<file path="src/rtl/uart_module_rx_if.sv">
`timescale 1ns/1ps
`default_nettype none
// ============================================================================
// Module      : uart_module_rx_if
// Description : Serial line input and received-byte outputs of the UART receiver.
// Revision    : 1.0 - initial release
// ============================================================================
interface uart_module_rx_if;
    logic       rx_uart;
    logic [7:0] recv_byte;
    logic       recv_valid;
    logic       frame_err;
    logic       rx_busy;

    // master: the receiver itself; slave: the line driver / byte consumer
    modport master (
        input  rx_uart,
        output recv_byte,
        output recv_valid,
        output frame_err,
        output rx_busy
    );

    modport slave (
        output rx_uart,
        input  recv_byte,
        input  recv_valid,
        input  frame_err,
        input  rx_busy
    );
endinterface
`default_nettype wire

</file>
<file path="src/rtl/uart_module_rx.sv">
`timescale 1ns/1ps
`default_nettype none
// ============================================================================
// Module      : uart_module_rx
// Description : 8N1 UART receiver, mid-bit sampling from a single falling edge.
// Revision    : 1.0 - initial release
// ============================================================================
module uart_module_rx #(
    parameter int INPUT_CLK = 50000000,
    parameter int BAUD_RATE = 230400
) (
    input  wire logic          clk,
    input  wire logic          kill_n,
    uart_module_rx_if.master   bus
);

    localparam int BIT_PERIOD  = INPUT_CLK / BAUD_RATE;
    localparam int HALF_PERIOD = BIT_PERIOD / 2;
    localparam int CNT_W       = $clog2(BIT_PERIOD) + 1;

    localparam logic [CNT_W-1:0] BIT_LAST  = CNT_W'(BIT_PERIOD - 1);
    localparam logic [CNT_W-1:0] HALF_LAST = CNT_W'(HALF_PERIOD - 1);

    typedef enum logic [1:0] {
        ST_IDLE  = 2'd0,
        ST_START = 2'd1,
        ST_DATA  = 2'd2,
        ST_STOP  = 2'd3
    } state_t;

    logic             sync1_q;
    logic             rx_s_q;
    logic             rx_s_d_q;

    state_t           state_q,   state_d;
    logic [CNT_W-1:0] cnt_q,     cnt_d;
    logic [2:0]       bit_idx_q, bit_idx_d;
    logic [7:0]       shift_q,   shift_d;
    logic [7:0]       byte_q,    byte_d;
    logic             valid_q,   valid_d;
    logic             err_q,     err_d;

    // Synchroniser and edge-history flops preset high so reset never looks like a start edge
    always_ff @(posedge clk or negedge kill_n) begin
        if (!kill_n) begin
            sync1_q  <= 1'b1;
            rx_s_q   <= 1'b1;
            rx_s_d_q <= 1'b1;
        end else begin
            sync1_q  <= bus.rx_uart;
            rx_s_q   <= sync1_q;
            rx_s_d_q <= rx_s_q;
        end
    end

    always_ff @(posedge clk or negedge kill_n) begin
        if (!kill_n) begin
            state_q   <= ST_IDLE;
            cnt_q     <= '0;
            bit_idx_q <= '0;
            shift_q   <= '0;
            byte_q    <= '0;
            valid_q   <= 1'b0;
            err_q     <= 1'b0;
        end else begin
            state_q   <= state_d;
            cnt_q     <= cnt_d;
            bit_idx_q <= bit_idx_d;
            shift_q   <= shift_d;
            byte_q    <= byte_d;
            valid_q   <= valid_d;
            err_q     <= err_d;
        end
    end

    always_comb begin
        state_d   = state_q;
        cnt_d     = cnt_q;
        bit_idx_d = bit_idx_q;
        shift_d   = shift_q;
        byte_d    = byte_q;
        valid_d   = 1'b0;
        err_d     = 1'b0;

        case (state_q)
            ST_IDLE: begin
                // Only a real high-to-low transition starts a frame; a held-low line does not
                if (rx_s_d_q && !rx_s_q) begin
                    state_d = ST_START;
                    cnt_d   = '0;
                end
            end

            ST_START: begin
                if (cnt_q == HALF_LAST) begin
                    cnt_d = '0;
                    if (!rx_s_q) begin
                        state_d   = ST_DATA;
                        bit_idx_d = '0;
                    end else begin
                        state_d = ST_IDLE;
                    end
                end else begin
                    cnt_d = cnt_q + 1'b1;
                end
            end

            ST_DATA: begin
                if (cnt_q == BIT_LAST) begin
                    cnt_d     = '0;
                    shift_d   = {rx_s_q, shift_q[7:1]};
                    bit_idx_d = bit_idx_q + 3'd1;
                    if (bit_idx_q == 3'd7) begin
                        state_d = ST_STOP;
                    end
                end else begin
                    cnt_d = cnt_q + 1'b1;
                end
            end

            ST_STOP: begin
                // Leaving at mid-stop-bit leaves half a bit to catch a back-to-back start edge
                if (cnt_q == BIT_LAST) begin
                    cnt_d   = '0;
                    state_d = ST_IDLE;
                    if (rx_s_q) begin
                        byte_d  = shift_q;
                        valid_d = 1'b1;
                    end else begin
                        err_d = 1'b1;
                    end
                end else begin
                    cnt_d = cnt_q + 1'b1;
                end
            end

            default: begin
                state_d = ST_IDLE;
                cnt_d   = '0;
            end
        endcase
    end

    assign bus.recv_byte  = byte_q;
    assign bus.recv_valid = valid_q;
    assign bus.frame_err  = err_q;
    assign bus.rx_busy    = (state_q != ST_IDLE);

endmodule
`default_nettype wire

</file>
<file path="src/flat_wrapper.sv">
// flat-port wrapper written by rule: the top's interface ports become plain ports
module uart_module_rx_flat 
#(
    parameter int INPUT_CLK = 50000000,
    parameter int BAUD_RATE = 230400
)
  (clk, kill_n, bus_rx_uart, bus_recv_byte, bus_recv_valid, bus_frame_err, bus_rx_busy);
  uart_module_rx_if bus_i ();
  input  wire logic clk;
  input  wire logic kill_n;
  input wire logic [$bits(bus_i.rx_uart)-1:0] bus_rx_uart;
  output wire logic [$bits(bus_i.recv_byte)-1:0] bus_recv_byte;
  output wire logic [$bits(bus_i.recv_valid)-1:0] bus_recv_valid;
  output wire logic [$bits(bus_i.frame_err)-1:0] bus_frame_err;
  output wire logic [$bits(bus_i.rx_busy)-1:0] bus_rx_busy;
  assign bus_i.rx_uart = bus_rx_uart;
  assign bus_recv_byte = bus_i.recv_byte;
  assign bus_recv_valid = bus_i.recv_valid;
  assign bus_frame_err = bus_i.frame_err;
  assign bus_rx_busy = bus_i.rx_busy;
  uart_module_rx #(.INPUT_CLK(INPUT_CLK), .BAUD_RATE(BAUD_RATE)) u_core (.clk(clk), .kill_n(kill_n), .bus(bus_i));
endmodule
</file>
<file path="config.mk">
export PLATFORM = sky130hd
export DESIGN_NAME = uart_module_rx_flat
export DESIGN_NICKNAME = d
export VERILOG_FILES = /design/src/rtl/uart_module_rx_if.sv /design/src/rtl/uart_module_rx.sv /design/src/flat_wrapper.sv
export SDC_FILE = /design/constraint.sdc
export NUM_CORES = 1
export LEC_CHECK = 0
export BUFFER_PORTS_ARGS = -buffer_cell sky130_fd_sc_hd__buf_4
export CORE_UTILIZATION = 35
export DETAILED_ROUTE_END_ITERATION = 12
export SETUP_SLACK_MARGIN = 0.2
export SLEW_MARGIN = 20
export SYNTH_ARGS = -nofsm -noshare
export SYNTH_HDL_FRONTEND = slang
export SYNTH_SLANG_ARGS = --single-unit
</file>
<file path="constraint.sdc">
create_clock -name clk -period 3.75 [get_ports clk]
set_input_delay 0.75 -clock clk [delete_from_list [all_inputs] [get_ports clk]]
set_output_delay 0.75 -clock clk [all_outputs]
set_load 0.02 [all_outputs]
</file>
== Yosys cells after proc, flatten, opt, wreduce, memory -nomap -nowiden ==
Cells that the tools add are included.

* Eq/ne operators: 12
* $add $sub $neg: 2
* Mux-type cells: 21
* Reductions and logical operators: 10

{| class="wikitable"
|+ Operator list
! operator !! count
|-
| 2-to-1 mux 9 bit || 3
|-
| case mux 9 bit (3 select lines) || 1
|-
| 2-to-1 mux 2 bit || 6
|-
| != test 2 x 1 -> 1 bit (second input constant) || 5
|-
| adder 9 x 1 -> 9 bit (second input constant) || 1
|-
| equality test 9 x 7 -> 1 bit (second input constant) || 1
|-
| equality test 9 x 8 -> 1 bit (second input constant) || 1
|-
| 2-to-1 mux 3 bit || 3
|-
| case mux 2 bit (4 select lines) || 1
|-
| 2-to-1 mux 1 bit || 6
|-
| case mux 3 bit (2 select lines) || 1
|-
| AND reduction 5 bit || 1
|-
| equality test 2 bit (second input constant) || 2
|-
| AND reduction 4 bit || 1
|-
| nonzero test 2 bit || 2
|-
| adder 3 x 1 -> 3 bit (second input constant) || 1
|-
| equality test 3 bit (second input constant) || 1
|-
| AND reduction 3 bit || 1
|-
| equality test 2 x 1 -> 1 bit (second input constant) || 1
|-
| zero test 2 bit || 1
|-
| != test 2 bit (second input constant) || 1
|-
| AND reduction 2 bit || 1
|-
| OR reduction 2 bit || 1
|-
| logical AND 1 bit || 1
|-
| zero test 1 bit || 1
|}

* Word-level logic and storage cells: 55
* Output and inout bits: 11
* Register bits after elaboration: 35
* Bits of input ports: 3

== Longest topological paths before layout ==
* Depth after elaboration: 4
* Gate-level depth with buffers: 7

== Worst setup path after synthesis ==
No wires, ideal clock.

* Path type: reg2reg
* Start: reg u_core.cnt_q[0]
* End: reg u_core.shift_q[0]
* Period minus slack after synthesis: 1727 ps
* Cell stages (with the launch flop): 7
* Arrival time: 1599 ps
* Path slack: 2023 ps
* Cells stage by stage: dfrtp_1 inv_1 ha_1 and4b_1 nand3_4 nor3_4 mux2_1

* Cells in the longest elaborated chain, start to end: 2

{| class="wikitable"
|+ RTL lines
! element !! RTL line !! source
|-
| start: declaration || uart_module_rx.sv:36 || <nowiki>logic [CNT_W-1:0] cnt_q, cnt_d;</nowiki>
|-
| start signal: assignment || uart_module_rx.sv:67 || <nowiki>cnt_q <= cnt_d;</nowiki>
|-
| equality test 9 x 8 -> 1 bit || uart_module_rx.sv:109 || <nowiki>if (cnt_q == BIT_LAST) begin</nowiki>
|-
| AND reduction 2 bit (no source line) || - ||
|-
| end signal: assignment || uart_module_rx.sv:69 || <nowiki>shift_q <= shift_d;</nowiki>
|-
| end: declaration || uart_module_rx.sv:38 || <nowiki>logic [7:0] shift_q, shift_d;</nowiki>
|}

Every way passes these cells.
A chain may end at the register's enable or synchronous reset.

== Final worst setup path ==
* Start: reg u_core.state_q[0]
* End: out bus_rx_busy

* Cells in the longest elaborated chain, start to end: 1

{| class="wikitable"
|+ RTL lines
! element !! RTL line !! source
|-
| start: declaration || uart_module_rx.sv:35 || <nowiki>state_t state_q, state_d;</nowiki>
|-
| start signal: assignment || uart_module_rx.sv:66 || <nowiki>state_q <= state_d;</nowiki>
|-
| nonzero test 2 bit || uart_module_rx.sv:147 || <nowiki>assign bus.rx_busy = (state_q != ST_IDLE);</nowiki>
|-
| end: declaration || flat_wrapper.sv:15 || <nowiki>output wire logic [$bits(bus_i.rx_busy)-1:0] bus_rx_busy;</nowiki>
|}

Every way passes these cells.

==> results.py <==
metrics = {
    "run_status": {
        "status": "finished, final reports clean",
    },
    "floorplanning": {
        "design.die.area_um2": 4920,
        "rows": 24,
        "io_pins": 14,
        "start_util_pct": 36.8,
        "core_um2": 4410,
        "die_x_um": 70.1,
        "die-height_um": 70.1,
    },
    "synth": {
        "avgSynthCellArea_um2": 12.4,
        "syn-num-nets": 138,
        "yosys_register_bits": 35,
        "synthSimpleGateAreaFrac_pct": 15.9,
        "synthMuxAreaShare_pct": 13.5,
        "synth_compound_area_share_pct": 10.3,
        "synth_cell_types": 42,
        "ys_warn_count": 0,
        "synth_top_family_by_area": "simple AND/OR/NAND/NOR gates",
        "synthesis.area_um2": 1630,
        "synthAdderAreaFrac_pct": 3.08,
        "synthXorXnorAreaFrac_pct": 0.539,
        "ys_seq_area_share_pct": 54.1,
        "synth_cells": 131,
    },
    "setup_path": {
        "criticalPathCategory": "reg -> out",
        "path_cells": "nor2_1, inv_1, buf_4",
        "cp_slowest_cell": "nor2_1",
        "crit_path_start_kind": "register",
        "cpPeakStageDelay_ns": 0.59,
        "crit_path_start": "u_core.state_q[0]$_DFFE_PN0P_",
        "path_max_fanout": 12,
        "critPathCaptureType": "output port",
        "worst_ep_required_time_ns": 3.00,
        "cp_num_buf_inv": 2,
        "ff2ff_setup_slack_ns": 1.48,
        "arrival_ns": 1.74,
        "crit_family": "simple AND/OR/NAND/NOR gates",
        "rr_startpoint": "u_core.state_q[0]$_DFFE_PN0P_",
    },
    "clocking": {
        "cts_hold_buf": 0,
        "root_buffer": "clkbuf_8",
        "post_cts_resized": 0,
        "cts_buffers": 5,
        "clk_pin_slew_worst_paths_ns": 0.07,
        "cts.htree.levels": 2,
        "cts_tree": "built",
        "cts_buffer_depth": 2,
        "worstSkewPairLatency_ns": 0.29,
        "cts_setup_buffers": 0,
        "clock_sink_count": 35,
    },
    "drt": {
        "drt_iter0_markers": 26,
        "vias": 1018,
        "wirelength_um": 2710,
        "post_drt_wl_per_cell_um": 13.5,
        "drc": 0,
        "detail_route.vias_per_cell": 5.09,
        "first_pass_iters": 4,
        "ant_nets": 0,
    },
    "sta": {
        "fin_crit_sh_pct": 66.4,
        "final.setup.tns_ns": 0,
        "tightest_slew_ns": 0.752,
        "drv_slew": 0,
        "finalHoldViolCount": 0,
        "skew_ns": 0.00448,
        "finalCriticalPeriod_ns": 2.49,
        "fmax_mhz": 402,
        "setup_slack_ns": 1.26,
        "max-slew-margin-rel_pct": 49.9,
        "setup_violations": 0,
        "rsz0062_at_grt": "false",
        "hold_slack_ns": 0.359,
    },
    "cells_and_area": {
        "antenna_cells": 0,
        "num-nets-final": 154,
        "finish.utilization_pct": 42.7,
        "nFillCells": 404,
        "drive_gt1_share_pct": 27.0,
        "syn_to_final_growth_pct": 15.9,
    },
    "power_and_ir_drop": {
        "combinationalPowerShare_pct": 14.7,
        "irDropWorstVdd_mv": 0.369,
        "p_sw_share_pct": 28.4,
        "power_density_nw_per_um2": 511,
        "p_sw_uw": 274,
        "p_clk_share_pct": 36.2,
        "p_leak_uw": 0.000929,
        "seqPwrFrac_pct": 49.2,
        "intPower_uw": 689,
    },
    "grt": {
        "grt_pass1_wl_um": 4910,
        "grt_use_total_pct": 13.0,
        "grt_pass1_vias": 1050,
        "globalRouteOverflowTotal": 0,
        "antenna_found_initial": 0,
        "grt_max_degree": 36,
    },
    "worst_hold_path": {
        "min_path_type": "reg -> reg",
        "hold_start": "u_core.sync1_q$_DFF_PN1_",
    },
    "job": {
        "max_cap_viol_count": 0,
    },
    "place": {
        "numPortBuffers": 13,
        "post-place-ws_ns": 1.50,
        "hpwlAfterDp_um": 1870,
        "gp_congestion": 0.798,
    },
}
[cells in the final DEF (no fill, tap or decap), drive strengths merged, types with 3 or more instances in the layout]
cell     Yosys  layout
a21oi        5       5
buf          3      13
clkbuf       1       6
dfrtp       32      32
dfstp        3       3
ha           4       4
inv          5       5
mux2        16      16
nand2       11      11
nand3        6       6
nor2         8       8
nor3         3       3
o21ai        7       7
o2bb2ai      3       3
[power by group through the flow]
stage / clock network [uW] / registers [uW] / logic (uW)
CTS: 357 / 472 / 144
finish: 348 / 473 / 141
global route: 377 / 481 / 165
detailed placement: 0 / 478 / 145
floorplan: 0 / 447 / 141
global placement: 0 / 477 / 140
[logic make-up (layout without fill, tap and decap cells)]
family / Yosys count / after routing
AND/OR/NAND/NOR: 40 / 40
flip-flops: 35 / 35
AO/OA/AOI/OAI: 25 / 25
XOR/XNOR: 1 / 1
buffers and inverters: 9 / 26
multiplexers: 17 / 17
adder cells (fa/ha/maj): 4 / 4
[synthesized netlist by cell type]
cell / number / area [um^2]
or2_1: 1 / 6.26
o41ai_1: 1 / 8.76
nand3_1: 4 / 20.0
and4b_1: 1 / 10.0
o2bb2ai_1: 3 / 26.3
dfrtp_1: 32 / 801
nor2_1: 7 / 26.3
nor3_4: 1 / 16.3
buf_2: 2 / 10.0
ha_1: 4 / 50.1
mux2_1: 8 / 90.1
o21ai_0: 7 / 35.0
or3_1: 1 / 6.26
nand3_4: 2 / 35.0
o31ai_1: 1 / 7.51
clkbuf_1: 1 / 3.75
o211ai_1: 2 / 15.0
and3_2: 1 / 7.51
inv_1: 5 / 18.8
a31oi_1: 1 / 6.26
a22o_1: 1 / 8.76
buf_4: 1 / 7.51
xnor2_1: 1 / 8.76
dfstp_2: 3 / 78.8
mux2_4: 8 / 120
nand2_2: 1 / 6.26
a21oi_1: 4 / 20.0
a21boi_1: 1 / 7.51
mux2i_1: 1 / 10.0
nor2_8: 1 / 20.0
nor4b_1: 2 / 17.5
a21oi_2: 1 / 8.76
nand4_1: 1 / 6.26
nand2b_1: 1 / 6.26
and2_1: 1 / 6.26
a211o_1: 1 / 8.76
or4_1: 1 / 7.51
nor3_1: 2 / 10.0
a22oi_1: 2 / 15.0
nor3b_1: 1 / 7.51
nand2_1: 10 / 37.5
or2_2: 1 / 6.26
[final timing paths]
kind,endpoint,cells after the start
worst max-delay path,bus_rx_busy,3
worst min-delay path,u_core.rx_s_q$_DFF_PN1_,0
worst max register to register,u_core.cnt_q[8]$_DFFE_PN0N_,5
worst min register to register,u_core.rx_s_q$_DFF_PN1_,0
max in group asynchronous,u_core.rx_s_d_q$_DFF_PN1_,1
min in group asynchronous,u_core.bus.recv_byte[4]$_DFFE_PN0P_,1
[worst reg2reg max path: cells and delay by family (launching register included)]
kind            cells  cell delay [ns]
compound gates      3             0.90
simple gates        1             0.59
flops               1             0.54
buf+inv             1             0.13
[state kept, by name, summed over array words and instances (netlist names), named ones only]
name and count:
u_core.bus.frame_err 1, u_core.shift_q 8, u_core.bus.recv_byte 8, u_core.bit_idx_q 3, u_core.rx_s_d_q 1, u_core.rx_s_q 1, u_core.sync1_q 1, u_core.cnt_q 9
u_core.state_q 1, u_core.bus.recv_valid 1
[routing by layer]
| metal | vias to the layer above | track usage [%] | routed length [um] |
|---|---|---|---|
| li1 | 500 | - | - |
| met1 | 493 | 16.4 | 1270 |
| met2 | 21 | 19.9 | 1270 |
| met3 | 4 | 5.19 | 122 |
| met4 | 0 | 5.33 | 50 |
| met5 | - | 0 | 0 |
[layout make-up]
| class | count | area [um^2] | share of cell area, % |
|---|---|---|---|
| Multi-Input combinational cell | 87 | 706 | 37.5 |
| Tap cell | 52 | 65.1 | 3.45 |
| Inverter | 5 | 18.8 | 0.996 |
| Sequential cell | 35 | 880 | 46.7 |
| Timing Repair Buffer | 13 | 97.6 | 5.18 |
| Clock buffer | 6 | 82.6 | 4.38 |
| Clock inverter | 2 | 35.0 | 1.86 |
[stage by stage]
step | instances | cell area, um^2 | total power [uW]
after floorplan | 131 | 1630 | 588
after global placement | 192 | 1770 | 618
after detailed placement | 192 | 1770 | 623
after CTS | 200 | 1880 | 972
after global routing | 200 | 1880 | 1020
final | 200 | 1880 | 963
Note: power is estimated with default switching activity, not from simulation.
